--- src/rtl/id_ex_stage.sv ---
// id_ex_stage: ID->EX pipeline register with operand select and writeback forwarding.
// Latency: an accepted decode instruction appears on the EX outputs one cycle later.
// Backpressure: ex_stall holds EX; without ID_EX_BYPASS_EN, id_stall holds decode on RAW hazards.
// Optional feature macro: ID_EX_BYPASS_EN (writeback forwarding instead of hazard stalls).
module id_ex_stage #(
  parameter logic [31:0] RESET_PC = 32'h0000_0000
) (
  input  logic        clk,
  input  logic        rst,
  input  logic        id_valid,
  input  logic [31:0] id_pc,
  input  logic [4:0]  id_rs1_addr,
  input  logic [4:0]  id_rs2_addr,
  input  logic        id_rs1_used,
  input  logic        id_rs2_used,
  input  logic [31:0] id_rs1_data,
  input  logic [31:0] id_rs2_data,
  input  logic [31:0] id_imm,
  input  logic        id_use_pc,
  input  logic        id_use_imm,
  input  logic [3:0]  id_alu_sel,
  input  logic [4:0]  id_rd_addr,
  input  logic        id_rd_we,
  input  logic        id_is_load,
  input  logic [4:0]  wb_rd_addr,
  input  logic        wb_rd_we,
  input  logic [31:0] wb_rd_data,
  input  logic        ex_stall,
  input  logic        flush,
  output logic        id_stall,
  output logic        ex_valid,
  output logic        ex_rd_we,
  output logic        ex_is_load,
  output logic [4:0]  ex_rd_addr,
  output logic [31:0] ex_pc,
  output logic [3:0]  alu_sel,
  output logic [31:0] alu_in1,
  output logic [31:0] alu_in2,
  output logic [31:0] ex_store_data
);

  localparam logic [3:0] ALU_SEL_ADD = 4'h0;

  logic        valid_q, valid_d;
  logic [31:0] pc_q, pc_d;
  logic [4:0]  rs1_addr_q, rs1_addr_d, rs2_addr_q, rs2_addr_d;
  logic        rs1_used_q, rs1_used_d, rs2_used_q, rs2_used_d;
  logic [31:0] rs1_val_q, rs1_val_d, rs2_val_q, rs2_val_d;
  logic [31:0] imm_q, imm_d;
  logic        use_pc_q, use_pc_d, use_imm_q, use_imm_d;
  logic [3:0]  alu_sel_q, alu_sel_d;
  logic [4:0]  rd_addr_q, rd_addr_d;
  logic        rd_we_q, rd_we_d, is_load_q, is_load_d;

  // Writeback hits against the indices held in EX; x0 never matches.
  logic ex_hit1, ex_hit2;
  assign ex_hit1 = wb_rd_we && (wb_rd_addr != 5'd0) && (wb_rd_addr == rs1_addr_q);
  assign ex_hit2 = wb_rd_we && (wb_rd_addr != 5'd0) && (wb_rd_addr == rs2_addr_q);

  logic [31:0] cap1, cap2, eff1, eff2;

  // The used flags travel with the instruction but no EX logic consumes them.
  logic unused_q_flags;
  assign unused_q_flags = rs1_used_q ^ rs2_used_q;

`ifdef ID_EX_BYPASS_EN
  logic id_hit1, id_hit2;
  assign id_hit1 = wb_rd_we && (wb_rd_addr != 5'd0) && (wb_rd_addr == id_rs1_addr);
  assign id_hit2 = wb_rd_we && (wb_rd_addr != 5'd0) && (wb_rd_addr == id_rs2_addr);
  assign cap1    = id_hit1 ? wb_rd_data : id_rs1_data;
  assign cap2    = id_hit2 ? wb_rd_data : id_rs2_data;
  assign eff1    = ex_hit1 ? wb_rd_data : rs1_val_q;
  assign eff2    = ex_hit2 ? wb_rd_data : rs2_val_q;
  assign id_stall = 1'b0;
  // Forwarding makes the decode used flags irrelevant.
  logic unused_id_flags;
  assign unused_id_flags = id_rs1_used ^ id_rs2_used;
`else
  logic haz1, haz2;
  assign cap1 = id_rs1_data;
  assign cap2 = id_rs2_data;
  assign eff1 = rs1_val_q;
  assign eff2 = rs2_val_q;
  // Without forwarding, decode waits until no in-flight writer of its sources remains.
  assign haz1 = id_rs1_used && (id_rs1_addr != 5'd0) &&
                ((valid_q && rd_we_q && (id_rs1_addr == rd_addr_q)) ||
                 (wb_rd_we && (id_rs1_addr == wb_rd_addr)));
  assign haz2 = id_rs2_used && (id_rs2_addr != 5'd0) &&
                ((valid_q && rd_we_q && (id_rs2_addr == rd_addr_q)) ||
                 (wb_rd_we && (id_rs2_addr == wb_rd_addr)));
  assign id_stall = id_valid && (haz1 || haz2);
`endif

  // Next-state selection: flush, then stall (with held-operand refresh), then load or bubble.
  always_comb begin
    valid_d    = valid_q;
    pc_d       = pc_q;
    rs1_addr_d = rs1_addr_q;
    rs2_addr_d = rs2_addr_q;
    rs1_used_d = rs1_used_q;
    rs2_used_d = rs2_used_q;
    rs1_val_d  = rs1_val_q;
    rs2_val_d  = rs2_val_q;
    imm_d      = imm_q;
    use_pc_d   = use_pc_q;
    use_imm_d  = use_imm_q;
    alu_sel_d  = alu_sel_q;
    rd_addr_d  = rd_addr_q;
    rd_we_d    = rd_we_q;
    is_load_d  = is_load_q;
    if (flush) begin
      valid_d   = 1'b0;
      rd_we_d   = 1'b0;
      is_load_d = 1'b0;
    end else if (ex_stall) begin
      if (ex_hit1) rs1_val_d = wb_rd_data;
      if (ex_hit2) rs2_val_d = wb_rd_data;
    end else if (id_valid && !id_stall) begin
      valid_d    = 1'b1;
      pc_d       = id_pc;
      rs1_addr_d = id_rs1_addr;
      rs2_addr_d = id_rs2_addr;
      rs1_used_d = id_rs1_used;
      rs2_used_d = id_rs2_used;
      rs1_val_d  = cap1;
      rs2_val_d  = cap2;
      imm_d      = id_imm;
      use_pc_d   = id_use_pc;
      use_imm_d  = id_use_imm;
      alu_sel_d  = id_alu_sel;
      rd_addr_d  = id_rd_addr;
      rd_we_d    = id_rd_we;
      is_load_d  = id_is_load;
    end else begin
      valid_d   = 1'b0;
      rd_we_d   = 1'b0;
      is_load_d = 1'b0;
    end
  end

  // EX register set with synchronous reset overriding every other action.
  always_ff @(posedge clk) begin
    if (rst) begin
      valid_q    <= 1'b0;
      pc_q       <= RESET_PC;
      rs1_addr_q <= 5'd0;
      rs2_addr_q <= 5'd0;
      rs1_used_q <= 1'b0;
      rs2_used_q <= 1'b0;
      rs1_val_q  <= 32'd0;
      rs2_val_q  <= 32'd0;
      imm_q      <= 32'd0;
      use_pc_q   <= 1'b0;
      use_imm_q  <= 1'b0;
      alu_sel_q  <= ALU_SEL_ADD;
      rd_addr_q  <= 5'd0;
      rd_we_q    <= 1'b0;
      is_load_q  <= 1'b0;
    end else begin
      valid_q    <= valid_d;
      pc_q       <= pc_d;
      rs1_addr_q <= rs1_addr_d;
      rs2_addr_q <= rs2_addr_d;
      rs1_used_q <= rs1_used_d;
      rs2_used_q <= rs2_used_d;
      rs1_val_q  <= rs1_val_d;
      rs2_val_q  <= rs2_val_d;
      imm_q      <= imm_d;
      use_pc_q   <= use_pc_d;
      use_imm_q  <= use_imm_d;
      alu_sel_q  <= alu_sel_d;
      rd_addr_q  <= rd_addr_d;
      rd_we_q    <= rd_we_d;
      is_load_q  <= is_load_d;
    end
  end

  assign ex_valid      = valid_q;
  assign ex_rd_we      = rd_we_q;
  assign ex_is_load    = is_load_q;
  assign ex_rd_addr    = rd_addr_q;
  assign ex_pc         = pc_q;
  assign alu_sel       = alu_sel_q;
  assign alu_in1       = use_pc_q ? pc_q : eff1;
  assign alu_in2       = use_imm_q ? imm_q : eff2;
  assign ex_store_data = eff2;

endmodule

--- config.mk ---
export PLATFORM = sky130hd
export DESIGN_NAME = id_ex_stage
export DESIGN_NICKNAME = d
export VERILOG_FILES = /design/src/rtl/id_ex_stage.sv
export SDC_FILE = /design/constraint.sdc
export NUM_CORES = 1
export LEC_CHECK = 0
export ABC_AREA = 1
export CAP_MARGIN = 20
export CORE_MARGIN = 1.5
export CORE_UTILIZATION = 35
export CTS_CLUSTER_SIZE = 14
export DETAILED_ROUTE_END_ITERATION = 8
export PLACE_DENSITY = 0.71
export REMOVE_ABC_BUFFERS = 1
export SETUP_SLACK_MARGIN = 0.02
export SYNTH_ARGS = -nofsm -noshare
export SYNTH_HDL_FRONTEND = slang
export SYNTH_SLANG_ARGS = --single-unit
--- constraint.sdc ---
create_clock -name clk -period 1.4 [get_ports clk]
set_input_delay 0.14 -clock clk [delete_from_list [all_inputs] [get_ports clk]]
set_output_delay 0.14 -clock clk [all_outputs]
set_load 0.01 [all_outputs]
==> impl_metrics.tcl <==
set metrics [dict create \
    finalNetCount 1909 \
    hpwl_um 20500 \
    slowest_stage "dfxtp_2" \
    timing.fmax_mhz 543 \
    drc_errors 0 \
    drt_iter0_drc 487 \
    worstPathArrival_ns 2.21 \
    dieArea_um2 23600 \
    cts.reportedPaths.clkPinSlew_ns 0.07 \
    worst_hold_slack_ns 0.242 \
    worstMarginPinSlew_ns 0.408 \
    violations "setup timing" \
    portBuffers 336 \
    syn_inst 1320 \
    drive_above_1_share_pct 23.6 \
    clk_latency_ns 0.43 \
    cts.sinks 152 \
    status "finished with violations" \
    grt_max_degree 59 \
    vias 9775 \
    critical_path.max_stage_delay_ns 0.34 \
    p_leak_nw 6.73 \
    gp_congestion 0.851 \
    cp_common_cell "nand2_2" \
    die_h_um 154 \
    fin_crit_sh_pct 132 \
    core_area_um2 22100 \
    num_rows 54 \
    wirelength_um 32700 \
    cts_tree "built" \
    slew_viol_final 0 \
    grtUsageTotal_pct 25.9 \
    clock_skew_ns 0.0141 \
    pin_count 337 \
    via_per_inst 4.87 \
    cap_viol_max_count 0 \
    total_power_w 0.0131 \
    power.density_nw_per_um2 925 \
    rsz0062_at_grt "true" \
    cts_made_buffers 17 \
    r2r_cells 15 \
    multi_input_area_um2 4710 \
    htreeDepth 4 \
    post_drt_wl_per_cell_um 16.3 \
    setup_viol 291 \
    start_util_pct 36.0 \
    grt_pass1_vias 9178 \
    hold_viol_final 0 \
    hold_path.class "in -> reg" \
    synth_area_um2 7960 \
    die_x_um 154 \
    postRouteAntennaNets 0 \
    synth-seq-cells 152 \
    clock_path_buffers 2 \
    ys_seq_area_share_pct 38.2 \
    area_growth_pct 77.6 \
    min_path_cells 4 \
    vdd_drop_max_v 0.000818 \
    worstSetupPathType "reg -> reg" \
    cts-root-buf "clkbuf_16" \
    crit_fanout 13 \
    ys_warn_count 0 \
    worst_slack_ns -0.443 \
    grt_pass1_wl_um 48300 \
    regArea_um2 3060 \
    period_minus_slack_ns 1.84 \
    crit_required_ns 1.77 \
    syn_avg_cell_area_um2 6.03 \
    synth_cell_types 22 \
    max_slew_margin_pct 72.8 \
    antenna_found_initial 1 \
    fill_cells 1970 \
    worstPathCellList "buf_6, nand2_2, nand2_2, nor2_2, nand3_2, nand2_2, nand2_4, nand3_4, buf_6, nand2_8, buf_12, buf_12, nand3_1, nand2_1, nor2_1" \
    hold_buffers 0 \
    globalRouteOverflowTotal 0 \
    endpoint_kind "flip-flop" \
    cp-start-kind "flip-flop" \
    drtPass1Iterations 5 \
]
## per-stage QoR
step                      worst slack, ns  TNS, ns  utilization [%]  instance area [um^2]  cells
final                              -0.443   -69.68             64.0                 14100   2007
after global routing               -0.580   -96.03             64.0                 14100   2007
after CTS                          -0.365   -65.79             61.3                 13500   1995
after detailed placement           -0.759  -110.26             54.2                 12000   1924
after global placement             -0.737  -108.88             54.2                 12000   1924
after floorplan                     -2.56  -288.74                -                  7530   1235
## sequential cells by signal, summed over array words and instances (netlist names)
signal and flops:
ex_rd_we 1, ex_rd_addr 5, use_pc_q 1, rs2_addr_q 5
ex_is_load 1, rs1_addr_q 5, use_imm_q 1, imm_q 32
ex_store_data 32, alu_sel 4, ex_valid 1, ex_pc 32
eff1 32
## power breakdown
group	internal, W	leakage [nW]	switching, W
combinational	0.00179	5.18	0.00165
sequential	0.00459	1.25	0.000194
clock	0.00278	0.297	0.00207
## cell usage in the layout (no fill, tap or decap), types with 4 or more instances in the layout
cell type          n
a21oi_1           72
o21ai_2           35
buf_8              5
buf_6             18
nor2_2             4
nand3_2           18
clkdlybuf4s50_1  267
dfxtp_1          143
nor2_1           249
inv_2             13
nand2_1          367
xor2_1             6
clkinv_4           4
a21oi_2           51
buf_2             56
o21ai_1           24
buf_4             58
inv_1            123
clkbuf_16         27
o21ai_0            7
nand2_4            6
nand2_2           27
nand3_1           54
buf_12            22
dfxtp_2            5
a21oi_4           11
inv_6              5
clkdlybuf4s15_2    4
dfxtp_4            4
buf_16            15
## critical path, delay by kind of cell (launching register included)
kind / cells / cell delay (ns)
flops: 1 / 0.34
simple gates: 11 / 0.88
buf+inv: 4 / 0.56
## cell usage after synthesis
library cell	n	share of area, %
nor3_1	2	0.13
clkbuf_1	42	2.0
nand3_1	72	4.5
nand2_4	1	0.14
nand3_2	1	0.13
o21ai_0	67	4.2
nor2_1	255	12
dfxtp_1	152	38
inv_2	6	0.28
xor2_1	7	0.77
buf_1	1	0.047
nand4_1	3	0.24
buf_2	24	1.5
inv_1	131	6.2
buf_4	14	1.3
a21oi_4	1	0.20
o21ai_1	2	0.13
a21oi_1	132	8.3
a21oi_2	1	0.11
buf_6	4	0.57
nand2_1	400	19
clkinv_1	2	0.094
## layout make-up
class / count / area share [%]
diodes: 1 / 0.0177
clock buffers: 19 / 3.20
clock inverters: 13 / 1.12
inverters: 139 / 3.85
multi-input cells: 945 / 33.4
flip-flops and latches: 152 / 21.7
well taps: 280 / 2.48
repair buffers: 457 / 34.2
repair inverters: 1 / 0.0531
## metal layers
layer	part of all wire, %	up-vias	track usage (%)
li1	-	4874	-
met1	42	4488	31.8
met2	48	356	44.5
met3	6.4	57	5.24
met4	3.2	0	9.85
met5	0	-	0
## final timing paths
path | from | endpoint | slack [ns]
setup / recovery | ex_rd_addr[3] | ex_store_data[28] | -0.44
hold / removal | ex_stall | ex_rd_we | 0.24
setup reg to reg | ex_rd_addr[3] | ex_store_data[28] | -0.44
hold reg to reg | eff1[20] | eff1[20] | 0.48
## cell families (layout without fill, tap and decap cells)
logic type	Yosys count	count (layout)	share of synthesized area (%)
compound gates	203	203	13.0
xor+xnor	7	7	0.770
buf+inv	224	629	12.0
flops	152	152	38.2
other cells	0	1	0
simple gates	734	735	36.1
## timing repair
| item | CTS | global route |
|---|---|---|
| gates cloned | 16 | 11 |
| pin swaps | 25 | 30 |
| gates resized for setup | 523 | 82 |
| setup endpoints to repair | 292 | 292 |
| buffers inserted | 25 | 2 |
No activity file was read; power rests on OpenSTA's default activity.
